<file path="config.mk">
export PLATFORM = sky130hd
export DESIGN_NAME = bcd_seq_adder
export DESIGN_NICKNAME = d
export VERILOG_FILES = /design/src/rtl/bcd_pkg.sv /design/src/rtl/bcd_digit_slice.sv /design/src/rtl/bcd_seq_adder.sv
export SDC_FILE = /design/constraint.sdc
export NUM_CORES = 1
export LEC_CHECK = 0
export BUFFER_PORTS_ARGS = -buffer_cell sky130_fd_sc_hd__buf_2
export CORE_MARGIN = 2
export CORE_UTILIZATION = 54
export CTS_CLUSTER_DIAMETER = 40
export DETAILED_ROUTE_END_ITERATION = 16
export GPL_ROUTABILITY_DRIVEN = 0
export PLACE_DENSITY_LB_ADDON = 0.12
export SLEW_MARGIN = 20
export SYNTH_ARGS = -nofsm -noshare
export SYNTH_HDL_FRONTEND = slang
export SYNTH_HIERARCHICAL = 1
export SYNTH_SLANG_ARGS = --single-unit
</file>
<file path="constraint.sdc">
create_clock -name clk -period 4.6 [get_ports clk]
set_input_delay 0.92 -clock clk [delete_from_list [all_inputs] [get_ports clk]]
set_output_delay 0.92 -clock clk [all_outputs]
set_load 0.05 [all_outputs]
</file>
<file path="src/rtl/bcd_pkg.sv">
// Shared definitions for the sequential packed-BCD adder: digit geometry,
// controller state encoding and a digit validity helper.
package bcd_pkg;

    localparam int                     BCD_DIGIT_W = 4;
    localparam logic [BCD_DIGIT_W-1:0] BCD_MAX     = 4'd9;

    typedef enum logic [1:0] {
        ST_IDLE = 2'd0,
        ST_RUN  = 2'd1,
        ST_DONE = 2'd2
    } state_e;

    // Returns 1 when the nibble is a legal decimal digit (0..9).
    function automatic logic is_valid_digit(input logic [BCD_DIGIT_W-1:0] d);
        return (d <= BCD_MAX);
    endfunction

endpackage

</file>
<file path="src/rtl/bcd_digit_slice.sv">
// Single-digit BCD adder. Purely combinational; shared by every digit
// position of the sequential adder. Invalid input digits are not saturated:
// the decimal-adjust rule below is applied to whatever binary sum results.
module bcd_digit_slice
    import bcd_pkg::*;
(
    input  logic [BCD_DIGIT_W-1:0] a_digit,
    input  logic [BCD_DIGIT_W-1:0] b_digit,
    input  logic                   carry_in,
    output logic [BCD_DIGIT_W-1:0] sum_digit,
    output logic                   carry_out
);

    logic [BCD_DIGIT_W:0] raw;

    // Binary add, then decimal-adjust by +6 whenever the raw sum exceeds 9.
    always_comb begin
        raw = {1'b0, a_digit} + {1'b0, b_digit} + {{BCD_DIGIT_W{1'b0}}, carry_in};
        if (raw > {1'b0, BCD_MAX}) begin
            sum_digit = raw[BCD_DIGIT_W-1:0] + 4'd6;
            carry_out = 1'b1;
        end else begin
            sum_digit = raw[BCD_DIGIT_W-1:0];
            carry_out = 1'b0;
        end
    end

endmodule

</file>
<file path="src/rtl/bcd_seq_adder.sv">
// Multi-digit packed-BCD adder that reuses one digit slice, one digit per
// clock, least significant digit first. The decimal carry ripples through
// carry_q. Handshake: start (accepted in IDLE or DONE), busy, done pulse.
module bcd_seq_adder
    import bcd_pkg::*;
#(
    parameter int DIGITS = 4
) (
    input  logic                          clk,
    input  logic                          rst_n,
    input  logic                          start,
    input  logic [BCD_DIGIT_W*DIGITS-1:0] a,
    input  logic [BCD_DIGIT_W*DIGITS-1:0] b,
    input  logic                          cin,
    output logic                          busy,
    output logic                          done,
    output logic [BCD_DIGIT_W*DIGITS-1:0] sum,
    output logic                          cout,
    output logic                          err
);

    localparam int W     = BCD_DIGIT_W * DIGITS;
    localparam int IDX_W = (DIGITS > 1) ? $clog2(DIGITS) : 1;
    localparam logic [IDX_W-1:0] LAST_IDX = IDX_W'(DIGITS - 1);

    state_e             state_q, state_d;
    logic [IDX_W-1:0]   idx_q,   idx_d;
    logic               carry_q, carry_d;
    logic [W-1:0]       opa_q,   opa_d;
    logic [W-1:0]       opb_q,   opb_d;
    logic [W-1:0]       sum_q,   sum_d;
    logic               cout_q,  cout_d;
    logic               err_q,   err_d;

    logic [BCD_DIGIT_W-1:0] slice_a;
    logic [BCD_DIGIT_W-1:0] slice_b;
    logic [BCD_DIGIT_W-1:0] slice_sum;
    logic                   slice_carry;
    logic                   any_invalid;

    // The controller steers the current digit of each latched operand into the slice.
    assign slice_a = opa_q[idx_q*BCD_DIGIT_W +: BCD_DIGIT_W];
    assign slice_b = opb_q[idx_q*BCD_DIGIT_W +: BCD_DIGIT_W];

    bcd_digit_slice u_slice (
        .a_digit   (slice_a),
        .b_digit   (slice_b),
        .carry_in  (carry_q),
        .sum_digit (slice_sum),
        .carry_out (slice_carry)
    );

    // Flag any non-decimal digit in the incoming operands, evaluated at acceptance.
    always_comb begin
        any_invalid = 1'b0;
        for (int i = 0; i < DIGITS; i++) begin
            if (!is_valid_digit(a[i*BCD_DIGIT_W +: BCD_DIGIT_W]) ||
                !is_valid_digit(b[i*BCD_DIGIT_W +: BCD_DIGIT_W])) begin
                any_invalid = 1'b1;
            end
        end
    end

    // Next-state and datapath update for the IDLE -> RUN -> DONE controller.
    always_comb begin
        // NOTE: every _d defaults to its _q first, so no path through this
        // block leaves a signal unassigned and no latch is inferred.
        state_d = state_q;
        idx_d   = idx_q;
        carry_d = carry_q;
        opa_d   = opa_q;
        opb_d   = opb_q;
        sum_d   = sum_q;
        cout_d  = cout_q;
        err_d   = err_q;

        case (state_q)
            ST_IDLE, ST_DONE: begin
                state_d = ST_IDLE;
                if (start) begin
                    opa_d   = a;
                    opb_d   = b;
                    carry_d = cin;
                    idx_d   = '0;
                    sum_d   = '0;
                    cout_d  = 1'b0;
                    err_d   = any_invalid;
                    state_d = ST_RUN;
                end
            end
            ST_RUN: begin
                sum_d[idx_q*BCD_DIGIT_W +: BCD_DIGIT_W] = slice_sum;
                carry_d = slice_carry;
                if (idx_q == LAST_IDX) begin
                    cout_d  = slice_carry;
                    state_d = ST_DONE;
                end else begin
                    idx_d = idx_q + IDX_W'(1);
                end
            end
            default: state_d = ST_IDLE;
        endcase
    end

    // State and datapath registers; reset abandons any operation in flight.
    always_ff @(posedge clk or negedge rst_n) begin
        if (!rst_n) begin
            state_q <= ST_IDLE;
            idx_q   <= '0;
            carry_q <= 1'b0;
            // NOTE: the operand registers are plain flops rather than a RAM,
            // so they are reset too and the slice never sees unknown inputs.
            opa_q   <= '0;
            opb_q   <= '0;
            sum_q   <= '0;
            cout_q  <= 1'b0;
            err_q   <= 1'b0;
        end else begin
            // NOTE: non-blocking assignments make every flop capture the
            // pre-edge values prepared in always_comb.
            state_q <= state_d;
            idx_q   <= idx_d;
            carry_q <= carry_d;
            opa_q   <= opa_d;
            opb_q   <= opb_d;
            sum_q   <= sum_d;
            cout_q  <= cout_d;
            err_q   <= err_d;
        end
    end

    assign busy = (state_q == ST_RUN);
    assign done = (state_q == ST_DONE);
    assign sum  = sum_q;
    assign cout = cout_q;
    assign err  = err_q;

endmodule

</file>
**Word-level counts from Yosys, hierarchy flattened**

Cells that the tools add are included.

- Add/subtract/negate cells: 5
- Magnitude comparators: 9
- Equal/unequal tests: 6
- Shift operators: 4
- Muxes and demuxes: 20
- Reduce and logical (&&, ||, !) cells: 19

Operators with widths:

| kind | number |
|---|---|
| $neg 4->34 | 1 |
| $shift 4x34->16 const A | 1 |
| $shiftx 4x34->16 | 1 |
| $le 4x4->1 const B | 8 |
| $pmux 16 s2 | 1 |
| $shiftx 16x5->4 | 2 |
| $bwmux 16 | 1 |
| $mux 16 | 1 |
| $mux 1 | 9 |
| $logic_not 1->1 | 8 |
| $pmux 2 s2 | 2 |
| $mux 2 | 3 |
| $reduce_and 3->1 | 2 |
| $add 4x4->5 | 1 |
| $add 5x1->5 | 1 |
| $gt 5x4->1 const B | 1 |
| $add 4x3->4 const B | 1 |
| $eq 2x2->1 const B | 2 |
| $logic_or 1x1->1 | 4 |
| $mux 4 | 1 |
| $ne 2x2->1 const B | 2 |
| $pmux 1 s2 | 2 |
| $reduce_and 2->1 | 2 |
| $add 2x1->2 const B | 1 |
| other kinds (5) | 5 |

- Register bits after elaboration: 55
- Input port bits: 36
- Output and inout bits: 20

**Depth between registers and ports, before layout**

Gate-level depths: netlist of the first run.

- Word-level depth: 8
- Mapped depth: 10
- Depth with buffers taken out: 9

**Hierarchy**

The synthesis of the first run kept the hierarchy.

Modules (own cells, without submodules):

| module | times used | cells each | area an instance (µm²) | seq. area each (µm²) |
|---|---|---|---|---|
| bcd_seq_adder | 1 | 237 | 2523.7 | 1376.3 |
| bcd_digit_slice | 1 | 22 | 211.5 | 0.0 |

**Worst setup path before layout of the first run**

OpenSTA, ideal clock, no wires.

- Path type: flip-flop to flip-flop
- Start point: reg idx_q[0]
- End point: reg sum_q[14] (netlist: sum[14])
- Setup time: 68 ps
- Arrival: 3457 ps
- Required time: 4532 ps
- Slack: 1075 ps
- Cell stages (with the launch flop): 11
- Cell sequence: dfrtp_1 > buf_4 > mux4_2 > fa_1 > fa_1 > xnor2_1 > ha_1 > a31o_1 > o31ai_4 > mux2i_1 > a32o_1

- Cells in the longest elaborated chain, start to end: 8
- Elaborated cells between the ends (all ways): 12
- Classes of those cells: add/sub (4); order compare (1); shift (4); mux (3)

RTL lines:

| item | RTL line | text |
|---|---|---|
| start: declaration | bcd_seq_adder.sv:27 | `logic [IDX_W-1:0] idx_q, idx_d;` |
| start signal: assignment | bcd_seq_adder.sv:122 | `idx_q <= idx_d;` |
| $shiftx 16x5->4 (*) | bcd_seq_adder.sv:42 | `assign slice_a = opa_q[idx_q*BCD_DIGIT_W +: BCD_DIGIT_W];` |
| via slice_a[0] | bcd_seq_adder.sv:35 | `logic [BCD_DIGIT_W-1:0] slice_a;` |
| $add 4x4->5 (*) | bcd_digit_slice.sv:18 | `raw = {1'b0, a_digit} + {1'b0, b_digit} + {{BCD_DIGIT_W{1'b0}}, carry_in};` |
| $add 5x1->5 (*) | bcd_digit_slice.sv:18 |  |
| $add 4x3->4 or $gt 5x4->1 (tied branches) | bcd_digit_slice.sv:20, bcd_digit_slice.sv:19 |  |
| $mux 4 (*) | bcd_digit_slice.sv:19 | `if (raw > {1'b0, BCD_MAX}) begin` |
| via slice_sum[2] | bcd_seq_adder.sv:37 | `logic [BCD_DIGIT_W-1:0] slice_sum;` |
| $shiftx 4x34->16 (*) | bcd_seq_adder.sv:92 | `sum_d[idx_q*BCD_DIGIT_W +: BCD_DIGIT_W] = slice_sum;` |
| $bwmux 16 (*) | bcd_seq_adder.sv:92 |  |
| $pmux 16 s2 (*) | bcd_seq_adder.sv:77 | `case (state_q)` |
| end signal: assignment | bcd_seq_adder.sv:126 | `sum_q <= sum_d;` |
| end: declaration | bcd_seq_adder.sv:31 | `logic [W-1:0] sum_q, sum_d;` |

The timed path passes the listed nets; every way through them passes the cells marked *.
A chain may end at the register's enable or synchronous reset.

**Worst setup path after layout of the first run**

- Start point: reg idx_q[0]
- End point: reg sum_q[15] (netlist: sum[15])

Same word-level chain as after synthesis.

==> results.sh, run 1 <==
export IMPL_tns_ns=0
export IMPL_wl_mm=5.65
export IMPL_die_area_sq_um=5650
export IMPL_netlist_top_cells_count="103 x nand2_1, 55 x dfrtp_1, 15 x a22o_1"
export IMPL_met2_usage=0.398
export IMPL_rows=25
export IMPL_crit_buf_inv=0
export IMPL_dr_first_iter_drc_count=92
export IMPL_fin_skew_ns=0.00600
export IMPL_synthCells=259
export IMPL_hold_viol=0
export IMPL_synthArstFlopShare=1.00
export IMPL_grt_pass1_vias=2063
export IMPL_drv_slew=0
export IMPL_final_cells=383
export IMPL_crit_family="adder cells"
export IMPL_first_pass_iters=4
export IMPL_htree_levels=2
export IMPL_io_pins=56
export IMPL_hold_end="opa_q[14]"
export IMPL_yosysUniqueCellTypes=39
export IMPL_worstPathCellList="mux4_2 -> fa_1 -> fa_1 -> xnor2_1 -> ha_1 -> a31o_1 -> a2111oi_0 -> nor2b_1 -> a22o_1"
export IMPL_tightest_slew_ns=0.729
export IMPL_maxCapViolations=0
export IMPL_postCtsHoldBufs=0
export IMPL_slowest_stage="dfrtp_1"
export IMPL_endpoint_kind="register"
export IMPL_syn_area_sq_um=2740
export IMPL_synth_area_top_cells="dfrtp_1 50%, nand2_1 14%, mux4_2 6.6%"
export IMPL_post_route_drc_count=0
export IMPL_worstPathRequired_ns=4.79
export IMPL_rsz0062_at_grt="false"
export IMPL_critPathArrivalTime_ns=3.95
export IMPL_grt_pass1_wl_mm=9.67
export IMPL_slowest_delay_ns=0.60
export IMPL_die_w_um=75.2
export IMPL_wl_per_cell_um=14.8
export IMPL_fmax_mhz=266
export IMPL_synth_edff_count=0
export IMPL_setup_viol=0
export IMPL_dpl_cell_area_sq_um=3070
export IMPL_fin_nets=363
export IMPL_final_fill_count=428
export IMPL_hold_path_class="register to register"
export IMPL_area_delta_synth_final_pct=16.5
export IMPL_fin_area_sq_um=3190
export IMPL_synth_flop_cell="dfrtp_1"
export IMPL_root_buffer="clkbuf_8"
export IMPL_die_h_um=75.2
export IMPL_yosysWarnings=6
export IMPL_dpl_hpwl_mm=4.23
export IMPL_status="finished, final reports clean"
export IMPL_io_buffers=55
export IMPL_startpoint_type="register"
export IMPL_cts_buffer_depth=2
export IMPL_ys_seq_elements=55
export IMPL_clock_sinks=55
export IMPL_cts_tree="done"
export IMPL_viasPerCell=5.37
export IMPL_core_sq_um=4820
export IMPL_grt_max_degree=56
export IMPL_grtUsageMet1=0.302
export IMPL_place_inst=375
export IMPL_grt_ovfl_total=0
export IMPL_final_util=0.662
export IMPL_r2r_start="idx_q[0]"
export IMPL_synth_fp_nets=307
export IMPL_fin_crit_sh=0.816
export IMPL_reg2reg_to="sum[15]"
export IMPL_cts_resized=0
export IMPL_grt_busiest_layer="met2"
export IMPL_worstRegToRegCells=9
export IMPL_hold_path_cell_count=2
export IMPL_ant_nets=0
export IMPL_regToRegSetupSlack_ns=0.84
export IMPL_grtUsageMet3=0.0321
export IMPL_grt_use_total=0.229
export IMPL_path_max_fanout=10
export IMPL_initial_utilization=0.568
export IMPL_clk_pin_slew_ns=0.10
export IMPL_hold_path_startpoint="opa_q[14]"
export IMPL_yosysSeqAreaShare=0.503
export IMPL_avgSynthCellArea_sq_um=10.6
export IMPL_num_vias=2055
export IMPL_yosys_area_top_type="dfrtp_1"
export IMPL_post_cts_buffers=0
export IMPL_fin_crit_ns=3.76
export IMPL_cts_buffers=5
export IMPL_antennaDiodeCount=0
export IMPL_critPathKind="register to register"
export IMPL_antenna_found_initial=0
export IMPL_yosysTopAreaCellShare=0.503
export IMPL_crit_top_cell="fa_1"
export IMPL_synthMostInstantiatedCell="nand2_1"
export IMPL_relSlewSlack=0.513
export IMPL_clk_latency_ns=0.30
export IMPL_drive_gt1_frac=0.288
==> flip-flops by register name, indices dropped and copies added, names as in the netlist <==
name / cells
opb_q: 16
idx_q: 2
carry_q: 1
state_q: 2
err: 1
sum: 16
cout: 1
opa_q: 16
==> worst register-to-register path: stages, from the launching register on <==
cell and delay, ns:
dfrtp_1 0.60, mux4_2 0.58, fa_1 0.47, fa_1 0.41, xnor2_1 0.18, ha_1 0.24
a31o_1 0.23, a2111oi_0 0.49, nor2b_1 0.20, a22o_1 0.24
==> how the worst max path moves through the flow <==
stage	startpoint	end	slack (ns)	cells after the start
4_1_cts	idx_q[0]	sum[14]	0.84	9
2_1_floorplan	idx_q[0]	sum[14]	1.07	10
3_5_place_dp	idx_q[0]	sum[14]	0.87	9
3_3_place_gp	idx_q[0]	sum[14]	0.96	9
5_1_grt	idx_q[0]	sum[14]	0.66	9
6_report	idx_q[0]	sum[15]	0.84	9
==> metal layers <==
| metal | vias up | part of all wire | wire length (um) |
|---|---|---|---|
| met4 | 0 | 0.013 | 71 |
| met5 | - | 0 | 0 |
| met3 | 6 | 0.034 | 194 |
| met1 | 1002 | 0.44 | 2490 |
| li1 | 992 | - | - |
| met2 | 55 | 0.51 | 2900 |
==> cells by family (layout without fill, tap and decap cells) <==
family	after synthesis	in the layout	synth area share
AND/OR/NAND/NOR	123	123	0.210
flip-flops	55	55	0.503
AO/OA/AOI/OAI	40	40	0.115
buffers and inverters	17	74	0.0316
adder cells (fa/ha/maj)	12	12	0.0604
multiplexers	10	10	0.0736
XOR/XNOR	2	2	0.00641
==> per-stage QoR <==
stage                     worst slack (ns)  hold slack, ns
after floorplan                       1.07           0.440
after global placement               0.964           0.454
after detailed placement             0.866           0.462
after CTS                            0.841           0.485
after global routing                 0.657           0.504
final                                0.845           0.484
==> placed cells by master, fill, tap and decap left out, types with 3 or more instances in the layout <==
| cell type | instances |
|---|---|
| buf_4 | 4 |
| nor2_1 | 3 |
| clkbuf_8 | 6 |
| nand2_1 | 103 |
| o21ai_0 | 8 |
| a21oi_2 | 4 |
| dfrtp_1 | 55 |
| mux4_2 | 8 |
| nor4_4 | 3 |
| buf_2 | 55 |
| ha_1 | 10 |
| inv_1 | 6 |
| a22o_1 | 15 |
| a21oi_1 | 3 |
| nand3_1 | 3 |
==> cell type report <==
class	count	area, sq um	area share
inverters	7	31.3	0.00982
clock buffers	6	82.6	0.0259
repair buffers	59	305	0.0958
flip-flops and latches	55	1380	0.432
multi-input cells	187	1270	0.399
clock inverters	2	35.0	0.0110
well taps	67	83.8	0.0263
Power of run 1 is not shown: default switching activity piles up to over one toggle a cycle in this logic, so the estimate is an artifact.
==> inputs of run 2 (changes only) <==
--- a/config.mk
+++ b/config.mk
@@ -5,9 +5,10 @@
 export SDC_FILE = /design/constraint.sdc
 export NUM_CORES = 1
 export LEC_CHECK = 0
+export ABC_AREA = 1
 export BUFFER_PORTS_ARGS = -buffer_cell sky130_fd_sc_hd__buf_2
 export CORE_MARGIN = 2
-export CORE_UTILIZATION = 54
+export CORE_UTILIZATION = 55
 export CTS_CLUSTER_DIAMETER = 40
 export DETAILED_ROUTE_END_ITERATION = 16
 export GPL_ROUTABILITY_DRIVEN = 0
==> constraint.sdc (replaced) <==
create_clock -name clk -period 3.7 [get_ports clk]
set_input_delay 0.74 -clock clk [delete_from_list [all_inputs] [get_ports clk]]
set_output_delay 0.74 -clock clk [all_outputs]
set_load 0.05 [all_outputs]
==> run 2 against run 1 <==
Against the previous run:
- sequential share of layout area shrank 1.6 points
- synthesized cell count is 37% higher
- non-clock buffer count unchanged
- cell area up 3.9%
- flip-flop and latch count is the same
- clock-buffer cell count increased by 1
- cell count is 25% higher
- utilization shrank 1.3 points
- via count grew 17%
- first-iteration DRC count rose by 11%
- die area rose by 4.2%
- worst setup slack lost 0.42 ns
- largest cell class unchanged
==> results.sh, run 2 <==
export IMPL_area_delta_synth_final_pct=13.8
export IMPL_crit_family="adder cells"
export IMPL_hold_viol=0
export IMPL_hold_path_class="input port to async pin"
export IMPL_worstPathCellList="inv_1 -> o21ai_0 -> o22ai_1 -> fa_1 -> fa_1 -> nand2_1 -> nand2_2 -> ha_1 -> a21oi_4 -> nand2_4 -> nand2_4 -> nand2_1 -> nand2_1 -> nand3_1 -> o31ai_2"
export IMPL_endpoint_kind="register"
export IMPL_root_buffer="clkbuf_8"
export IMPL_dpl_hpwl_mm=4.54
export IMPL_rows=26
export IMPL_critPathArrivalTime_ns=3.50
export IMPL_clock_sinks=55
export IMPL_ant_nets=0
export IMPL_io_pins=56
export IMPL_first_pass_iters=4
export IMPL_final_fill_count=456
export IMPL_drive_gt1_frac=0.225
export IMPL_fin_nets=455
export IMPL_antennaDiodeCount=0
export IMPL_synth_flop_cell="dfrtp_1"
export IMPL_rsz0062_at_grt="false"
export IMPL_antenna_found_initial=0
export IMPL_yosysUniqueCellTypes=26
export IMPL_cts_buffer_depth=2
export IMPL_synthMostInstantiatedCell="nand2_1"
export IMPL_cts_buffers=5
export IMPL_grt_pass1_wl_mm=10.7
export IMPL_die_h_um=76.7
export IMPL_synth_edff_count=0
export IMPL_postCtsHoldBufs=0
export IMPL_post_route_drc_count=0
export IMPL_netlist_top_cells_count="129 x nand2_1, 55 x dfrtp_1, 32 x o21ai_0"
export IMPL_cts_tree="done"
export IMPL_worstRegToRegCells=15
export IMPL_yosysSeqAreaShare=0.473
export IMPL_wl_per_cell_um=12.7
export IMPL_die_area_sq_um=5890
export IMPL_io_buffers=55
export IMPL_yosys_area_top_type="dfrtp_1"
export IMPL_final_cells=478
export IMPL_yosysTopAreaCellShare=0.473
export IMPL_avgSynthCellArea_sq_um=8.22
export IMPL_crit_path_start="idx_q[1]"
export IMPL_dpl_cell_area_sq_um=3200
export IMPL_maxCapViolations=0
export IMPL_grt_ovfl_total=0
export IMPL_r2r_start="idx_q[1]"
export IMPL_final_cell_mix="129 x nand2_1, 54 x dfrtp_1, 54 x buf_2"
export IMPL_worstPathRequired_ns=3.93
export IMPL_tightest_slew_ns=0.700
export IMPL_ys_seq_elements=55
export IMPL_grt_pass1_vias=2360
export IMPL_viasPerCell=5.02
export IMPL_die_w_um=76.7
export IMPL_path_max_fanout=14
export IMPL_syn_area_sq_um=2910
export IMPL_status="finished, final reports clean"
export IMPL_fin_skew_ns=0.00694
export IMPL_final_util=0.648
export IMPL_grt_use_total=0.230
export IMPL_cp_depth=15
export IMPL_tns_ns=0
export IMPL_dr_first_iter_drc_count=102
export IMPL_core_sq_um=5110
export IMPL_synthArstFlopShare=1.00
export IMPL_synthCells=354
export IMPL_startpoint_type="register"
export IMPL_crit_top_cell="nand2_1"
export IMPL_htree_levels=2
export IMPL_grt_max_degree=46
export IMPL_fin_crit_sh=0.885
export IMPL_slowest_delay_ns=0.52
export IMPL_setup_viol=0
export IMPL_drv_slew=0
export IMPL_synth_fp_nets=402
export IMPL_clk_pin_slew_ns=0.09
export IMPL_fin_area_sq_um=3310
export IMPL_num_vias=2401
export IMPL_relSlewSlack=0.532
export IMPL_wl_mm=6.08
export IMPL_synth_area_top_cells="dfrtp_1 47%, nand2_1 17%, o21ai_0 5.5%"
export IMPL_slowest_stage="dfrtp_1"
export IMPL_crit_buf_inv=1
export IMPL_clk_latency_ns=0.31
export IMPL_place_inst=470
export IMPL_yosysWarnings=6
export IMPL_critPathKind="register to register"
export IMPL_mostFrequentLayoutCell="nand2_1"
export IMPL_fmax_mhz=305
export IMPL_initial_utilization=0.570
export IMPL_fin_crit_ns=3.28
## run 2: cell type report
type	count	area (sq um)	share of cell area
clock buffers	7	96.3	0.0291
inverters	25	98.8	0.0299
clock inverters	1	7.51	0.00227
multi-input cells	261	1340	0.403
well taps	70	87.6	0.0265
flip-flops and latches	55	1380	0.416
repair buffers	59	308	0.0930
## run 2: repair_timing
item	4_1_cts	5_1_grt
setup endpoints to repair	0	3
buffers inserted	0	0
gates resized for setup	0	1
## run 2: worst paths after layout
kind	to	slack (ns)
max	sum[14]	0.42
min	sum[0]	0.41
max reg2reg	sum[14]	0.42
min reg2reg	opa_q[9]	0.48
max in group asynchronous	idx_q[0]	2.71
min in group clk	opa_q[9]	0.48
## run 2: metal layers
layer | track usage | part of all wire | up-vias
li1 | - | - | 1241
met1 | 0.296 | 0.46 | 1082
met2 | 0.375 | 0.47 | 61
met3 | 0.0341 | 0.033 | 17
met4 | 0.122 | 0.031 | 0
met5 | 0 | 0 | -
## run 2: stage by stage
stage	hold WS (ns)	setup slack, ns
6_report	0.410	0.425
4_1_cts	0.479	0.265
5_1_grt	0.451	0.149
3_5_place_dp	0.456	0.292
3_3_place_gp	0.452	0.425
2_1_floorplan	0.437	0.745
## run 2: cells by family (layout without fill, tap and decap cells)
group,after synthesis,in the layout,share of synthesized area
buffers and inverters,38,92,0.0684
AND/OR/NAND/NOR,188,188,0.285
flip-flops,55,55,0.473
adder cells (fa/ha/maj),12,12,0.0568
AO/OA/AOI/OAI,61,61,0.117
Power of run 2 is left out for the same reason.
==> inputs of run 3 (changes only) <==
--- a/config.mk
+++ b/config.mk
@@ -12,7 +12,7 @@
 export CTS_CLUSTER_DIAMETER = 40
 export DETAILED_ROUTE_END_ITERATION = 16
 export GPL_ROUTABILITY_DRIVEN = 0
-export PLACE_DENSITY_LB_ADDON = 0.12
+export PLACE_DENSITY = 0.88
 export SLEW_MARGIN = 20
 export SYNTH_ARGS = -nofsm -noshare
 export SYNTH_HDL_FRONTEND = slang
==> run 3 against run 2 <==
Against the previous run:
- register-to-register slack lost 0.21 ns
- cell area is essentially flat
- global-route usage grew 0.24 points
- worst hold slack gained 0.066 ns
- die area is the same
- critical path depth grew 2
- fmax shrank 5.9%
- wire length grew 5.0%
- first-iteration DRC count grew 2.9%
- flip-flop and latch count is the same
- highest routed layer unchanged
==> results.sh, run 3 (synthesis results as in run 2) <==
export IMPL_final_cell_mix="129 x nand2_1, 55 x buf_2, 54 x dfrtp_1"
export IMPL_crit_buf_inv=2
export IMPL_fmax_mhz=287
export IMPL_wl_per_cell_um=13.3
export IMPL_grt_ovfl_total=0
export IMPL_core_sq_um=5110
export IMPL_fin_nets=458
export IMPL_path_max_fanout=10
export IMPL_relSlewSlack=0.402
export IMPL_io_pins=56
export IMPL_area_delta_synth_final_pct=13.8
export IMPL_cts_buffers=5
export IMPL_setup_viol=0
export IMPL_clk_latency_ns=0.31
export IMPL_tightest_slew_ns=0.897
export IMPL_final_cells=480
export IMPL_htree_levels=2
export IMPL_grt_pass1_wl_mm=11.0
export IMPL_fin_crit_ns=3.48
export IMPL_crit_top_cell="nand2_1"
export IMPL_final_util=0.649
export IMPL_dpl_hpwl_mm=4.83
export IMPL_mostFrequentLayoutCell="nand2_1"
export IMPL_antennaDiodeCount=0
export IMPL_endpoint_kind="register"
export IMPL_root_buffer="clkbuf_8"
export IMPL_grt_max_degree=43
export IMPL_tns_ns=0
export IMPL_viasPerCell=5.23
export IMPL_status="finished, final reports clean"
export IMPL_clk_pin_slew_ns=0.10
export IMPL_die_h_um=76.7
export IMPL_maxCapViolations=0
export IMPL_startpoint_type="register"
export IMPL_worst_slack_ns=0.218
export IMPL_clock_sinks=55
export IMPL_die_area_sq_um=5890
export IMPL_fin_crit_sh=0.941
export IMPL_ant_nets=0
export IMPL_dr_first_iter_drc_count=105
export IMPL_worstPathRequired_ns=3.93
export IMPL_cts_buffer_depth=2
export IMPL_post_place_ws_ns=0.224
export IMPL_hold_viol=0
export IMPL_drive_gt1_frac=0.232
export IMPL_place_inst=470
export IMPL_fin_skew_ns=0.0134
export IMPL_crit_family="adder cells"
export IMPL_critPathArrivalTime_ns=3.71
export IMPL_slowest_stage="dfrtp_1"
export IMPL_rows=26
export IMPL_wl_mm=6.39
export IMPL_final_fill_count=448
export IMPL_die_w_um=76.7
export IMPL_worstPathCellList="clkinvlp_4 -> o21ai_0 -> o22ai_1 -> fa_1 -> fa_1 -> nand2_1 -> nand2_2 -> ha_1 -> a21oi_4 -> nand2_4 -> nand2_4 -> nand2_1 -> nand2_1 -> inv_1 -> nor2_1 -> nand2_1 -> o21ai_1"
export IMPL_slowest_delay_ns=0.61
export IMPL_grt_use_total=0.232
export IMPL_postCtsHoldBufs=0
export IMPL_hold_path_class="register to register"
export IMPL_first_pass_iters=4
export IMPL_io_buffers=55
export IMPL_post_route_drc_count=0
export IMPL_initial_utilization=0.570
export IMPL_num_vias=2510
export IMPL_drv_slew=0
export IMPL_critPathKind="register to register"
export IMPL_grt_pass1_vias=2439
export IMPL_cts_tree="done"
export IMPL_regToRegSetupSlack_ns=0.22
export IMPL_antenna_found_initial=0
run 3: changes by cell type in the layout (fill, tap and decap cells not counted), sizes merged:
cell	change
clkbuf	-2
clkinv	+2
buf	+3
inv	-1
run 3: worst paths after layout:
kind,cells after the start,start,end
setup / recovery,17,idx_q[1],sum[5]
hold / removal,2,opb_q[6],opb_q[6]
setup reg to reg,17,idx_q[1],sum[5]
hold reg to reg,2,opb_q[6],opb_q[6]
max in group asynchronous,2,rst_n,opb_q[15]
min in group asynchronous,1,rst_n,sum[6]
run 3: cell type report:
type                       instances  area (sq um)  share of cell area
clock buffer                       5          68.8              0.0208
inverter                          25           103              0.0310
sequential                        55          1380               0.416
timing repair buffer              62           328              0.0989
tap                               70          87.6              0.0264
clock inverter                     2          13.8             0.00415
multi-input combinational        261          1340               0.403
run 3: tightest hold or removal path, stage by stage (launching register included):
cell and delay, ns:
dfrtp_1 0.35, nand2_1 0.05, nand2_1 0.05
run 3: routing by layer:
| layer | GRT usage | share of wire | vias to the layer above |
|---|---|---|---|
| met2 | 0.398 | 0.49 | 90 |
| met4 | 0.0945 | 0.022 | 0 |
| met1 | 0.285 | 0.43 | 1154 |
| met5 | 0 | 0 | - |
| li1 | - | - | 1249 |
| met3 | 0.0482 | 0.056 | 17 |
run 3: timing repair:
action                     4_1_cts  5_1_grt
buffers inserted                 0        3
setup endpoints to repair        0        4
gates resized for setup          0        2
run 3: metrics by stage:
stage / area, sq um / hold WS (ns)
finish: 3310 / 0.477
global route: 3310 / 0.505
CTS: 3290 / 0.482
detailed placement: 3200 / 0.460
global placement: 3200 / 0.450
floorplan: 2910 / 0.437
Power of run 3 is left out for the same reason.
